$ cat src/rtl/triangle_broadcaster_if.sv
// Stream and broadcast bundle for the triangle broadcaster.
// slave: the broadcaster's view (consumes the setup stream, drives the core bus).
// master: the environment's view (setup stage driver plus core-bus observer).
interface triangle_broadcaster_if #(
  parameter int unsigned LWIDTH = 32
) ();

  // Setup-stage record stream
  logic              s_valid;
  logic              s_ready;
  logic [31:0]       s_data;
  logic              s_last;

  // Shared broadcast bus to the raster cores
  logic              bc_handshake;
  logic [LWIDTH-1:0] bc_data;

  modport slave (
    input  s_valid,
    input  s_data,
    input  s_last,
    output s_ready,
    output bc_handshake,
    output bc_data
  );

  modport master (
    output s_valid,
    output s_data,
    output s_last,
    input  s_ready,
    input  bc_handshake,
    input  bc_data
  );

endinterface

$ cat src/rtl/triangle_broadcaster.sv
// Triangle broadcaster: buffers setup-stage triangle records in two ping-pong
// buffers and broadcasts each one to every raster core once all cores are idle.
// After a frame's last triangle an end-triangle record is injected, followed by
// a one-cycle frame_done pulse.
module triangle_broadcaster #(
  parameter int unsigned NUM_CORES   = 64,
  parameter int unsigned LWIDTH      = 32,
  parameter int unsigned REC_WORDS   = 10,
  parameter int unsigned READY_GUARD = 1,
  parameter logic [31:0] END_HEADER  = 32'h0000_0FFF
) (
  input  logic                   clk,
  input  logic                   nreset,
  triangle_broadcaster_if.slave  bus,
  input  logic [NUM_CORES-1:0]   cores_ready,
  output logic                   frame_done,
  output logic                   busy
);

  localparam int unsigned IdxW = (REC_WORDS > 1) ? $clog2(REC_WORDS) : 1;
  localparam int unsigned GrdW = (READY_GUARD > 1) ? $clog2(READY_GUARD + 1) : 1;

  localparam logic [IdxW-1:0] FirstIdx = '0;
  localparam logic [IdxW-1:0] LastIdx  = IdxW'(REC_WORDS - 1);
  localparam logic [IdxW-1:0] OneIdx   = IdxW'(1);
  localparam logic [GrdW-1:0] GuardEnd = GrdW'(READY_GUARD - 1);
  localparam logic [GrdW-1:0] OneGrd   = GrdW'(1);

  // Output FSM encoding
  localparam logic [1:0] StIdle    = 2'd0;
  localparam logic [1:0] StSend    = 2'd1;
  localparam logic [1:0] StGuard   = 2'd2;
  localparam logic [1:0] StSendEnd = 2'd3;

  // Record storage: two ping-pong buffers of REC_WORDS words
  logic [31:0] rec_buf_q [2][REC_WORDS];

  // Input-side state
  logic            wr_sel_q, wr_sel_d;
  logic [IdxW-1:0] wr_it_q, wr_it_d;
  logic [1:0]      last_q, last_d;
  logic [1:0]      full_q, full_d;
  logic [1:0]      full_set, full_clr;

  // Output-side state
  logic [1:0]      state_q, state_d;
  logic            rd_sel_q, rd_sel_d;
  logic [IdxW-1:0] rd_it_q, rd_it_d;
  logic [GrdW-1:0] guard_cnt_q, guard_cnt_d;
  logic            pending_end_q, pending_end_d;

  // Registered outputs
  logic              s_ready_q, s_ready_d;
  logic              bc_handshake_q, bc_handshake_d;
  logic [LWIDTH-1:0] bc_data_q, bc_data_d;
  logic              frame_done_q, frame_done_d;
  logic              busy_q, busy_d;

  logic accept;
  logic all_ready;

  assign accept    = bus.s_valid && s_ready_q;
  assign all_ready = &cores_ready;

  // Input side: fill the write buffer word by word, hand it over when complete
  always_comb begin
    wr_it_d  = wr_it_q;
    wr_sel_d = wr_sel_q;
    last_d   = last_q;
    full_set = 2'b00;
    if (accept) begin
      if (wr_it_q == LastIdx) begin
        wr_it_d          = FirstIdx;
        wr_sel_d         = ~wr_sel_q;
        full_set[wr_sel_q] = 1'b1;
        // s_last only matters on the record's final word
        last_d[wr_sel_q] = bus.s_last;
      end else begin
        wr_it_d = wr_it_q + OneIdx;
      end
    end
  end

  // Output FSM: wait for all cores, stream a record, then hold off for the guard
  always_comb begin
    state_d        = state_q;
    rd_sel_d       = rd_sel_q;
    rd_it_d        = rd_it_q;
    guard_cnt_d    = guard_cnt_q;
    pending_end_d  = pending_end_q;
    full_clr       = 2'b00;
    bc_handshake_d = 1'b0;
    bc_data_d      = bc_data_q;
    frame_done_d   = 1'b0;

    unique case (state_q)
      StIdle: begin
        // A pending end record goes out before any buffered next-frame record
        if (pending_end_q && all_ready) begin
          state_d        = StSendEnd;
          rd_it_d        = FirstIdx;
          bc_handshake_d = 1'b1;
          bc_data_d      = LWIDTH'(END_HEADER);
        end else if (full_q[rd_sel_q] && all_ready) begin
          state_d        = StSend;
          rd_it_d        = FirstIdx;
          bc_handshake_d = 1'b1;
          bc_data_d      = LWIDTH'(rec_buf_q[rd_sel_q][FirstIdx]);
        end
      end

      StSend: begin
        // rd_it_q is the word currently on the bus; cores_ready is ignored here
        if (rd_it_q == LastIdx) begin
          full_clr[rd_sel_q] = 1'b1;
          rd_sel_d           = ~rd_sel_q;
          pending_end_d      = last_q[rd_sel_q];
          state_d            = StGuard;
          guard_cnt_d        = '0;
        end else begin
          rd_it_d        = rd_it_q + OneIdx;
          bc_handshake_d = 1'b1;
          bc_data_d      = LWIDTH'(rec_buf_q[rd_sel_q][rd_it_d]);
        end
      end

      StSendEnd: begin
        if (rd_it_q == LastIdx) begin
          pending_end_d = 1'b0;
          frame_done_d  = 1'b1;
          state_d       = StGuard;
          guard_cnt_d   = '0;
        end else begin
          rd_it_d        = rd_it_q + OneIdx;
          bc_handshake_d = 1'b1;
          bc_data_d      = '0;
        end
      end

      StGuard: begin
        // Cores drop ready one cycle after consuming; don't trust it before then
        if (guard_cnt_q == GuardEnd) begin
          state_d = StIdle;
        end else begin
          guard_cnt_d = guard_cnt_q + OneGrd;
        end
      end

      default: begin
        state_d = StIdle;
      end
    endcase
  end

  // Buffer occupancy and registered status outputs derived from next state
  always_comb begin
    // Set and clear always target different buffers, so both can apply at once
    full_d    = (full_q & ~full_clr) | full_set;
    s_ready_d = ~full_d[wr_sel_d];
    busy_d    = (|full_d) || pending_end_d || (state_d != StIdle);
  end

  // Control and output registers, synchronous active-low reset
  always_ff @(posedge clk) begin
    if (!nreset) begin
      wr_sel_q       <= 1'b0;
      wr_it_q        <= '0;
      last_q         <= 2'b00;
      full_q         <= 2'b00;
      state_q        <= StIdle;
      rd_sel_q       <= 1'b0;
      rd_it_q        <= '0;
      guard_cnt_q    <= '0;
      pending_end_q  <= 1'b0;
      s_ready_q      <= 1'b0;
      bc_handshake_q <= 1'b0;
      bc_data_q      <= '0;
      frame_done_q   <= 1'b0;
      busy_q         <= 1'b0;
    end else begin
      wr_sel_q       <= wr_sel_d;
      wr_it_q        <= wr_it_d;
      last_q         <= last_d;
      full_q         <= full_d;
      state_q        <= state_d;
      rd_sel_q       <= rd_sel_d;
      rd_it_q        <= rd_it_d;
      guard_cnt_q    <= guard_cnt_d;
      pending_end_q  <= pending_end_d;
      s_ready_q      <= s_ready_d;
      bc_handshake_q <= bc_handshake_d;
      bc_data_q      <= bc_data_d;
      frame_done_q   <= frame_done_d;
      busy_q         <= busy_d;
    end
  end

  // Record storage write; contents are qualified by full_q so no reset needed
  always_ff @(posedge clk) begin
    if (accept) begin
      rec_buf_q[wr_sel_q][wr_it_q] <= bus.s_data;
    end
  end

  assign bus.s_ready      = s_ready_q;
  assign bus.bc_handshake = bc_handshake_q;
  assign bus.bc_data      = bc_data_q;
  assign frame_done       = frame_done_q;
  assign busy             = busy_q;

endmodule

$ cat src/flat_wrapper.sv
// flat-port wrapper written by rule: the top's interface ports become plain ports
module triangle_broadcaster_flat 
#(
  parameter int unsigned NUM_CORES   = 64,
  parameter int unsigned LWIDTH      = 32,
  parameter int unsigned REC_WORDS   = 10,
  parameter int unsigned READY_GUARD = 1,
  parameter logic [31:0] END_HEADER  = 32'h0000_0FFF
)
  (clk, nreset, cores_ready, frame_done, busy, bus_s_valid, bus_s_data, bus_s_last, bus_s_ready, bus_bc_handshake, bus_bc_data);
  triangle_broadcaster_if #(.LWIDTH(LWIDTH)) bus_i ();
  input  logic clk;
  input  logic nreset;
  input  logic [NUM_CORES-1:0] cores_ready;
  output logic frame_done;
  output logic busy;
  input wire logic [$bits(bus_i.s_valid)-1:0] bus_s_valid;
  input wire logic [$bits(bus_i.s_data)-1:0] bus_s_data;
  input wire logic [$bits(bus_i.s_last)-1:0] bus_s_last;
  output wire logic [$bits(bus_i.s_ready)-1:0] bus_s_ready;
  output wire logic [$bits(bus_i.bc_handshake)-1:0] bus_bc_handshake;
  output wire logic [$bits(bus_i.bc_data)-1:0] bus_bc_data;
  assign bus_i.s_valid = bus_s_valid;
  assign bus_i.s_data = bus_s_data;
  assign bus_i.s_last = bus_s_last;
  assign bus_s_ready = bus_i.s_ready;
  assign bus_bc_handshake = bus_i.bc_handshake;
  assign bus_bc_data = bus_i.bc_data;
  triangle_broadcaster #(.NUM_CORES(NUM_CORES), .LWIDTH(LWIDTH), .REC_WORDS(REC_WORDS), .READY_GUARD(READY_GUARD), .END_HEADER(END_HEADER)) u_core (.clk(clk), .nreset(nreset), .bus(bus_i), .cores_ready(cores_ready), .frame_done(frame_done), .busy(busy));
endmodule
$ cat config.mk
export PLATFORM = sky130hd
export DESIGN_NAME = triangle_broadcaster_flat
export DESIGN_NICKNAME = d
export VERILOG_FILES = /design/src/rtl/triangle_broadcaster_if.sv /design/src/rtl/triangle_broadcaster.sv /design/src/flat_wrapper.sv
export SDC_FILE = /design/constraint.sdc
export NUM_CORES = 1
export LEC_CHECK = 0
export ABC_AREA = 0
export CORE_UTILIZATION = 50
export DETAILED_ROUTE_END_ITERATION = 10
export PLACE_DENSITY_LB_ADDON = 0.25
export SKIP_LAST_GASP = 1
export SYNTH_ARGS = -nofsm -noshare
export SYNTH_HDL_FRONTEND = slang
export SYNTH_SLANG_ARGS = --single-unit
$ cat constraint.sdc
create_clock -name clk -period 15.05 [get_ports clk]
set_clock_uncertainty 0.1 [all_clocks]
set_input_delay 3.01 -clock clk [delete_from_list [all_inputs] [get_ports clk]]
set_output_delay 3.01 -clock clk [all_outputs]
set_load 0.02 [all_outputs]
==> results of run 1 <==
[registers in the layout (all words and copies together) (netlist names), named ones only]
name,count
u_core.busy,1
u_core.last_q,2
u_core.bus.s_ready,1
u_core.wr_sel_q,1
u_core.rd_sel_q,1
u_core.state_q,2
u_core.pending_end_q,1
u_core.bus.bc_handshake,1
u_core.full_q,2
u_core.rec_buf_q,640
u_core.rd_it_q,4
u_core.frame_done,1
u_core.wr_it_q,4
u_core.bus.bc_data,32
[cell families (layout without fill, tap and decap cells)]
| group | after synthesis | after routing |
|---|---|---|
| other cells | 0 | 3 |
| mux | 241 | 241 |
| buf+inv | 122 | 305 |
| compound gates | 209 | 209 |
| flops | 694 | 694 |
| fa+ha+maj | 4 | 4 |
| xor+xnor | 4 | 4 |
| simple gates | 268 | 268 |
[metal layers]
layer,vias up,GRT usage
met5,-,0
met4,0,0.08450
met3,107,0.06465
met2,854,0.3787
met1,8110,0.3596
li1,6640,-
[stage by stage]
stage | hold slack [ns] | utilization | std cells | instance area [sq um] | setup WS, ns
2_1_floorplan | 0.3565 | - | 1542 | 28170 | 7.820
3_3_place_gp | 0.3771 | 0.5471 | 2347 | 30320 | 8.889
3_5_place_dp | 0.3896 | 0.5471 | 2347 | 30320 | 8.832
4_1_cts | 0.4159 | 0.5881 | 2473 | 32590 | 9.451
5_1_grt | 0.4630 | 0.5881 | 2473 | 32590 | 9.114
6_report | 0.4126 | 0.5883 | 2476 | 32600 | 9.416
[tightest hold or removal path: cells and delay by family, from the launching register on]
kind | cells | cell delay (ns)
DFF | 1 | 0.33
muxes | 1 | 0.07
and+or+nand+nor | 1 | 0.08
[worst max-delay path by stage]
stage | end | slack [ns] | cells after the start
floorplan | u_core.last_q[1] | 7.82 | 5
global placement | u_core.bus.bc_data[14] | 8.89 | 6
detailed placement | u_core.bus.bc_data[12] | 8.83 | 6
CTS | u_core.bus.bc_data[12] | 9.45 | 6
global route | u_core.bus.bc_data[16] | 9.11 | 6
finish | u_core.bus.bc_data[12] | 9.42 | 6
[Yosys cell counts (3+ instances only)]
master,count,area share
nor4_1,16,0.0036
a211oi_1,33,0.0088
mux4_2,136,0.11
a22o_1,12,0.0037
a31oi_1,13,0.0029
mux2_2,25,0.010
clkbuf_1,57,0.0076
a21oi_1,43,0.0076
nor2_1,55,0.0073
o211ai_1,4,0.0011
and2_1,6,0.0013
a311oi_1,32,0.010
nand4_1,17,0.0038
o22ai_1,12,0.0027
nor3_1,28,0.0050
nand3b_1,35,0.0093
o31ai_1,32,0.0085
buf_8,3,0.0016
buf_4,22,0.0059
edfxtp_1,640,0.68
dfxtp_1,54,0.038
nor4_2,3,0.0013
nor3b_1,33,0.0088
nand2b_1,6,0.0013
xnor2_1,3,0.00093
inv_1,5,0.00067
buf_6,5,0.0020
buf_2,28,0.0050
nand3_1,38,0.0068
o21ai_0,25,0.0044
nor2b_1,7,0.0016
mux2i_1,80,0.028
ha_1,4,0.0018
nand2_1,13,0.0017
[cells in the final DEF (no fill, tap or decap), types with 33 or more instances in the layout]
cell type          n
clkbuf_16         73
buf_4             38
dfxtp_1           51
nand3b_1          35
mux2i_1           80
nor2_1            45
a21oi_1           43
nand3_1           38
nor3b_1           33
mux4_2           136
clkdlybuf4s50_1  135
edfxtp_1         640
[area by class of cell]
cell class | count | area, sq um | area share
inverters | 5 | 18.77 | 0.0005757
well taps | 748 | 935.9 | 0.02871
flip-flops and latches | 694 | 20310 | 0.6230
diodes | 3 | 7.507 | 0.0002303
repair buffers | 174 | 1657 | 0.05082
clock buffers | 87 | 1879 | 0.05765
multi-input cells | 726 | 7396 | 0.2269
clock inverters | 39 | 396.6 | 0.01217
[power groups by stage]
stage / clock [mW] / sequential, mW / combinational (mW)
floorplan: 0 / 2.16 / 0.0173
global placement: 0 / 2.16 / 0.0720
detailed placement: 0 / 2.16 / 0.0751
CTS: 1.76 / 2.12 / 0.0753
global route: 1.83 / 2.12 / 0.0814
finish: 1.73 / 2.12 / 0.0751
==> summary.md, run 1 <==
| Metric | Value |
|---|---|
| Pwr Total | `3.921 mW` |
| Compound-gate portion of the synthesized area | `0.05073` |
| NetSw | `0.7530 mW` |
| Yosys reg bits | `694` |
| Leak Pwr | `9.835 nW` |
| Top layer in use | `met4` |
| Initial Util | `0.5083` |
| Adder-Cell Fraction of Synth Area | `0.001777` |
| Worst slew pin tran | `1.158 ns` |
| Die Ht | `239.3 um` |
| Post-synthesis async set-or-reset flop share | `0` |
| CP peak stage delay | `1.06 ns` |
| WL met2 | `32090 um` |
| Syn_nets | `1646` |
| Synth Cell Area | `28170 sq um` |
| Core area | `55420 sq um` |
| Drt pass-1 iters | `5` |
| CP bufs+invs | `1` |
| Layout area overhead | `15.74%` |
| RSZ-0062 raised after global routing | `no` |
| Nets@finish | `1775` |
| Routed wl met3 | `7297 um` |
| EDFF count, synth | `640` |
| Hold Vio Cnt, Final | `0` |
| Worst-Skew Late Latency | `0.59 ns` |
| Status | `finished clean` |
| Relative slew slack | `0.2258` |
| Switch share | `0.1920` |
| Antenna violations before repair | `1` |
| Vias in the first global route | `15730` |
| Cells after synthesis | `1542` |
| Main flop type after synthesis | `edfxtp_1` |
| Crit path time final | `5.634 ns` |
| Simple-gate share of the synthesized area | `0.05482` |
| Register area share after synthesis | `0.7207` |
| Port-buffer cells | `135` |
| Crit path capture type | `flop` |
| Syn Area/Cell | `18.27 sq um` |
| Worst r2r src | `u_core.rd_it_q[0]` |
| Critical-path cell list | `clkdlybuf4s50_1, nand4_1, nor4_1, nand4_1, o21ai_0, a311oi_1` |
| Crit-path max FO | `20` |
| CTS Hold Buffers Added | `0` |
| P_int | `3.168 mW` |
| Antenna Violating Nets Remaining | `0` |
| Cts repair resizes | `0` |
| Clk pwr share | `0.441` |
| WL per Instance | `28.55 um` |
| Via density | `6.345` |
| Worst vdd ir | `0.06927 mV` |
| Num CTS Buffers | `70` |
| Distinct cells, synth | `45` |
| Critical path arrival | `5.98 ns` |
| Hold depth | `2` |
| Clock Sinks | `694` |
| Max_cap viols | `0` |
| Largest net degree at the start of global routing | `129` |
| # Post-CTS Setup Buffers | `0` |
| Synth Area in XOR/XNOR | `0.001244` |
| PD cells | `120.3 nW/um^2` |
| CP Data Required Time | `15.40 ns` |
| Fin crit share | `0.3743` |
| Hold Crit Start | `u_core.last_q[1]` |
| Final setup vio count | `0` |
| Final TNS setup | `0 ns` |
| Startpoint Class | `input pin` |
| Die width | `239.3 um` |
| Launch point of the worst path | `cores_ready[59]` |
| Reg2reg setup slack | `11.10 ns` |
| H-tree depth | `3` |
| Die ar. | `57280 sq um` |
| Peak Freq | `0.1775 GHz` |
| I/O pin count | `136` |
| GRT overflow | `0` |
| Row Count | `86` |
| Reg2reg end | `u_core.bus.bc_data[17]` |
| Clock buffer depth | `3` |
| Hold EP | `u_core.last_q[1]` |
| Largest family of logic cells by synthesized area | `multiplexers` |
| Gpl congestion | `0.7799` |
| Comb power frac | `0.019` |
| Hold Path Class | `flop to flop` |
| CTS tree | `built` |
| Reg2Reg Depth | `6` |
| Worst path most repeated cell | `nand4_1` |
| Residual DRC count | `0` |
| Warnings from Yosys | `0` |
| Multiplexer share of the synthesized area | `0.1472` |
| Detailed-route via count | `15710` |
| Flop pwr share | `0.540` |
| WL final | `70700 um` |
| Total GRT Usage | `0.2519` |
| CP Class | `input pin to flop` |
| Slew Limit Fails | `0` |
| HPWL after detailed placement | `37660 um` |
| Worst path top cell family by delay | `simple AND/OR/NAND/NOR gates` |
| CTS clk-pin slew, worst paths | `0.06 ns` |
| WL met1 | `29690 um` |
| Fill cells | `4020` |
| Initial DRC count | `1633` |
| First-pass GRT wire length | `103200 um` |
| Share of cells above drive strength 1 | `0.1936` |
| Crit-path slowest cell | `nand4_1` |
| Clock Root Buffer | `clkbuf_16` |
Power figures use the tool's default switching activity.
==> inputs of run 2 (changes only) <==
clock period = 5.3 ns   (was 15.05 ns; I/O delays follow)
==> summary.md, run 2 (synthesis results as in run 1) <==
| Metric | Value |
|---|---|
| Critical path arrival | `3.85 ns` |
| WL final | `68850 um` |
| Die ar. | `57280 sq um` |
| Reg2reg end | `u_core.busy` |
| CP Class | `flop to flop` |
| Initial DRC count | `1624` |
| Status | `finished clean` |
| CTS Hold Buffers Added | `0` |
| Fin crit share | `0.6639` |
| Crit path capture type | `flop` |
| Initial Util | `0.5083` |
| Largest Register | `u_core.rec_buf_q` |
| Hold depth | `2` |
| Worst r2r src | `u_core.state_q[0]` |
| Commonest non-fill, non-tap cell in the layout | `edfxtp_1` |
| Die Ht | `239.3 um` |
| Worst vdd ir | `0.1962 mV` |
| Most frequent cells in the layout | `edfxtp_1 (640), mux4_2 (136), clkdlybuf4s50_1 (135)` |
| Placed insts | `2358` |
| Cts repair resizes | `0` |
| Crit-path max FO | `43` |
| Slew Limit Fails | `0` |
| Via density | `6.271` |
| PD cells | `336.2 nW/um^2` |
| Crit path time final | `3.519 ns` |
| DP Worst Slack | `1.297 ns` |
| Largest net degree at the start of global routing | `65` |
| Reg2reg setup slack | `1.78 ns` |
| Residual DRC count | `0` |
| Drt pass-1 iters | `5` |
| WL per Instance | `27.69 um` |
| H-tree depth | `3` |
| Hold Path Class | `flop to flop` |
| Clock buffer depth | `3` |
| Final WS setup | `1.781 ns` |
| Reg2Reg Depth | `5` |
| # Post-CTS Setup Buffers | `0` |
| I/O pin count | `136` |
| Die width | `239.3 um` |
| Core area | `55420 sq um` |
| GRT overflow | `0` |
| CP Data Required Time | `5.63 ns` |
| Final TNS setup | `0 ns` |
| Final hold slack | `0.4147 ns` |
| ANT cells | `0` |
| CTS clk-pin slew, worst paths | `0.06 ns` |
| Nets@finish | `1786` |
| Row Count | `86` |
| Detailed-route via count | `15600` |
| Clock Root Buffer | `clkbuf_16` |
| Layout area overhead | `15.83%` |
| Final setup vio count | `0` |
| Hold Vio Cnt, Final | `0` |
| CTS tree | `built` |
| Max_cap viols | `0` |
| Worst slew pin tran | `1.192 ns` |
| Worst-Skew Late Latency | `0.61 ns` |
| RSZ-0062 raised after global routing | `no` |
| Leak Pwr | `9.864 nW` |
| Peak Freq | `0.2842 GHz` |
| Port-buffer cells | `135` |
| Antenna Violating Nets Remaining | `0` |
| Fill cells | `4056` |
| Hold EP | `u_core.frame_done` |
| Vias in the first global route | `15810` |
| Num CTS Buffers | `70` |
| Antenna violations before repair | `0` |
| Share of cells above drive strength 1 | `0.1955` |
| First-pass GRT wire length | `101700 um` |
| Placed inst area | `30440 sq um` |
| Design Area, Final | `32620 sq um` |
| Relative slew slack | `0.2016` |
| Total GRT Usage | `0.2448` |
| Clock Sinks | `694` |
| HPWL after detailed placement | `39720 um` |
| Max FFs per register | `640` |
| Finished Layout Cells | `2487` |
| Gpl congestion | `0.7835` |
| Startpoint Class | `flop` |
| Hold Crit Start | `u_core.state_q[1]` |
run 2: cell count changes in the layout (fill, tap and decap cells not counted), sizes merged:
| cell | delta |
|---|---|
| buf | +11 |
| clkbuf | +6 |
| bufinv | -4 |
| clkinv | +3 |
| clkinvlp | -3 |
| diode | -3 |
| inv | +1 |
run 2: area by class of cell:
class / count / area [sq um] / area share
Multi-Input combinational cell: 726 / 7392 / 0.2266
Timing Repair Buffer: 185 / 1789 / 0.05484
Sequential cell: 694 / 20310 / 0.6225
Tap cell: 748 / 935.9 / 0.02869
Inverter: 5 / 18.77 / 0.0005753
Clock buffer: 93 / 1891 / 0.05795
Clock inverter: 36 / 289.0 / 0.008859
run 2: stage by stage:
| stage | power, mW | util |
|---|---|---|
| 5_1_grt | 11.25 | 0.5887 |
| 3_5_place_dp | 6.344 | 0.5494 |
| 6_report | 10.97 | 0.5887 |
| 2_1_floorplan | 6.171 | - |
| 4_1_cts | 11.03 | 0.5887 |
| 3_3_place_gp | 6.334 | 0.5494 |
run 2: worst max path at each step:
stage          slack [ns]                        to         startpoint  cells after the start
6_report             1.78               u_core.busy  u_core.state_q[0]                      5
5_1_grt              1.61               u_core.busy  u_core.state_q[0]                      5
4_1_cts              1.80               u_core.busy  u_core.state_q[0]                      5
3_5_place_dp         1.30  u_core.rec_buf_q[1][204]        bus_s_valid                      4
3_3_place_gp         1.35  u_core.rec_buf_q[0][236]        bus_s_valid                      4
2_1_floorplan        0.02          u_core.last_q[1]        bus_s_valid                      5
run 2: per-layer routing:
layer,vias up,GRT usage,routed length (um)
met3,113,0.03838,5020
met5,-,0,0
li1,6659,-,-
met2,695,0.3832,32290
met4,0,0.09033,1873
met1,8130,0.3496,29670
run 2: worst max-delay path, stage by stage, from the launching register on:
cell and delay, ns:
dfxtp_2 0.99, nor2b_2 1.10, nand3b_1 0.27, a32o_1 0.31, nor4_1 0.47, nor2_1 0.11
run 2: power breakdown:
part / switching [mW] / internal (mW)
combinational: 0.129 / 0.0888
clock: 2.03 / 2.71
sequential: 0.0116 / 6.00
total: 2.17 / 8.80
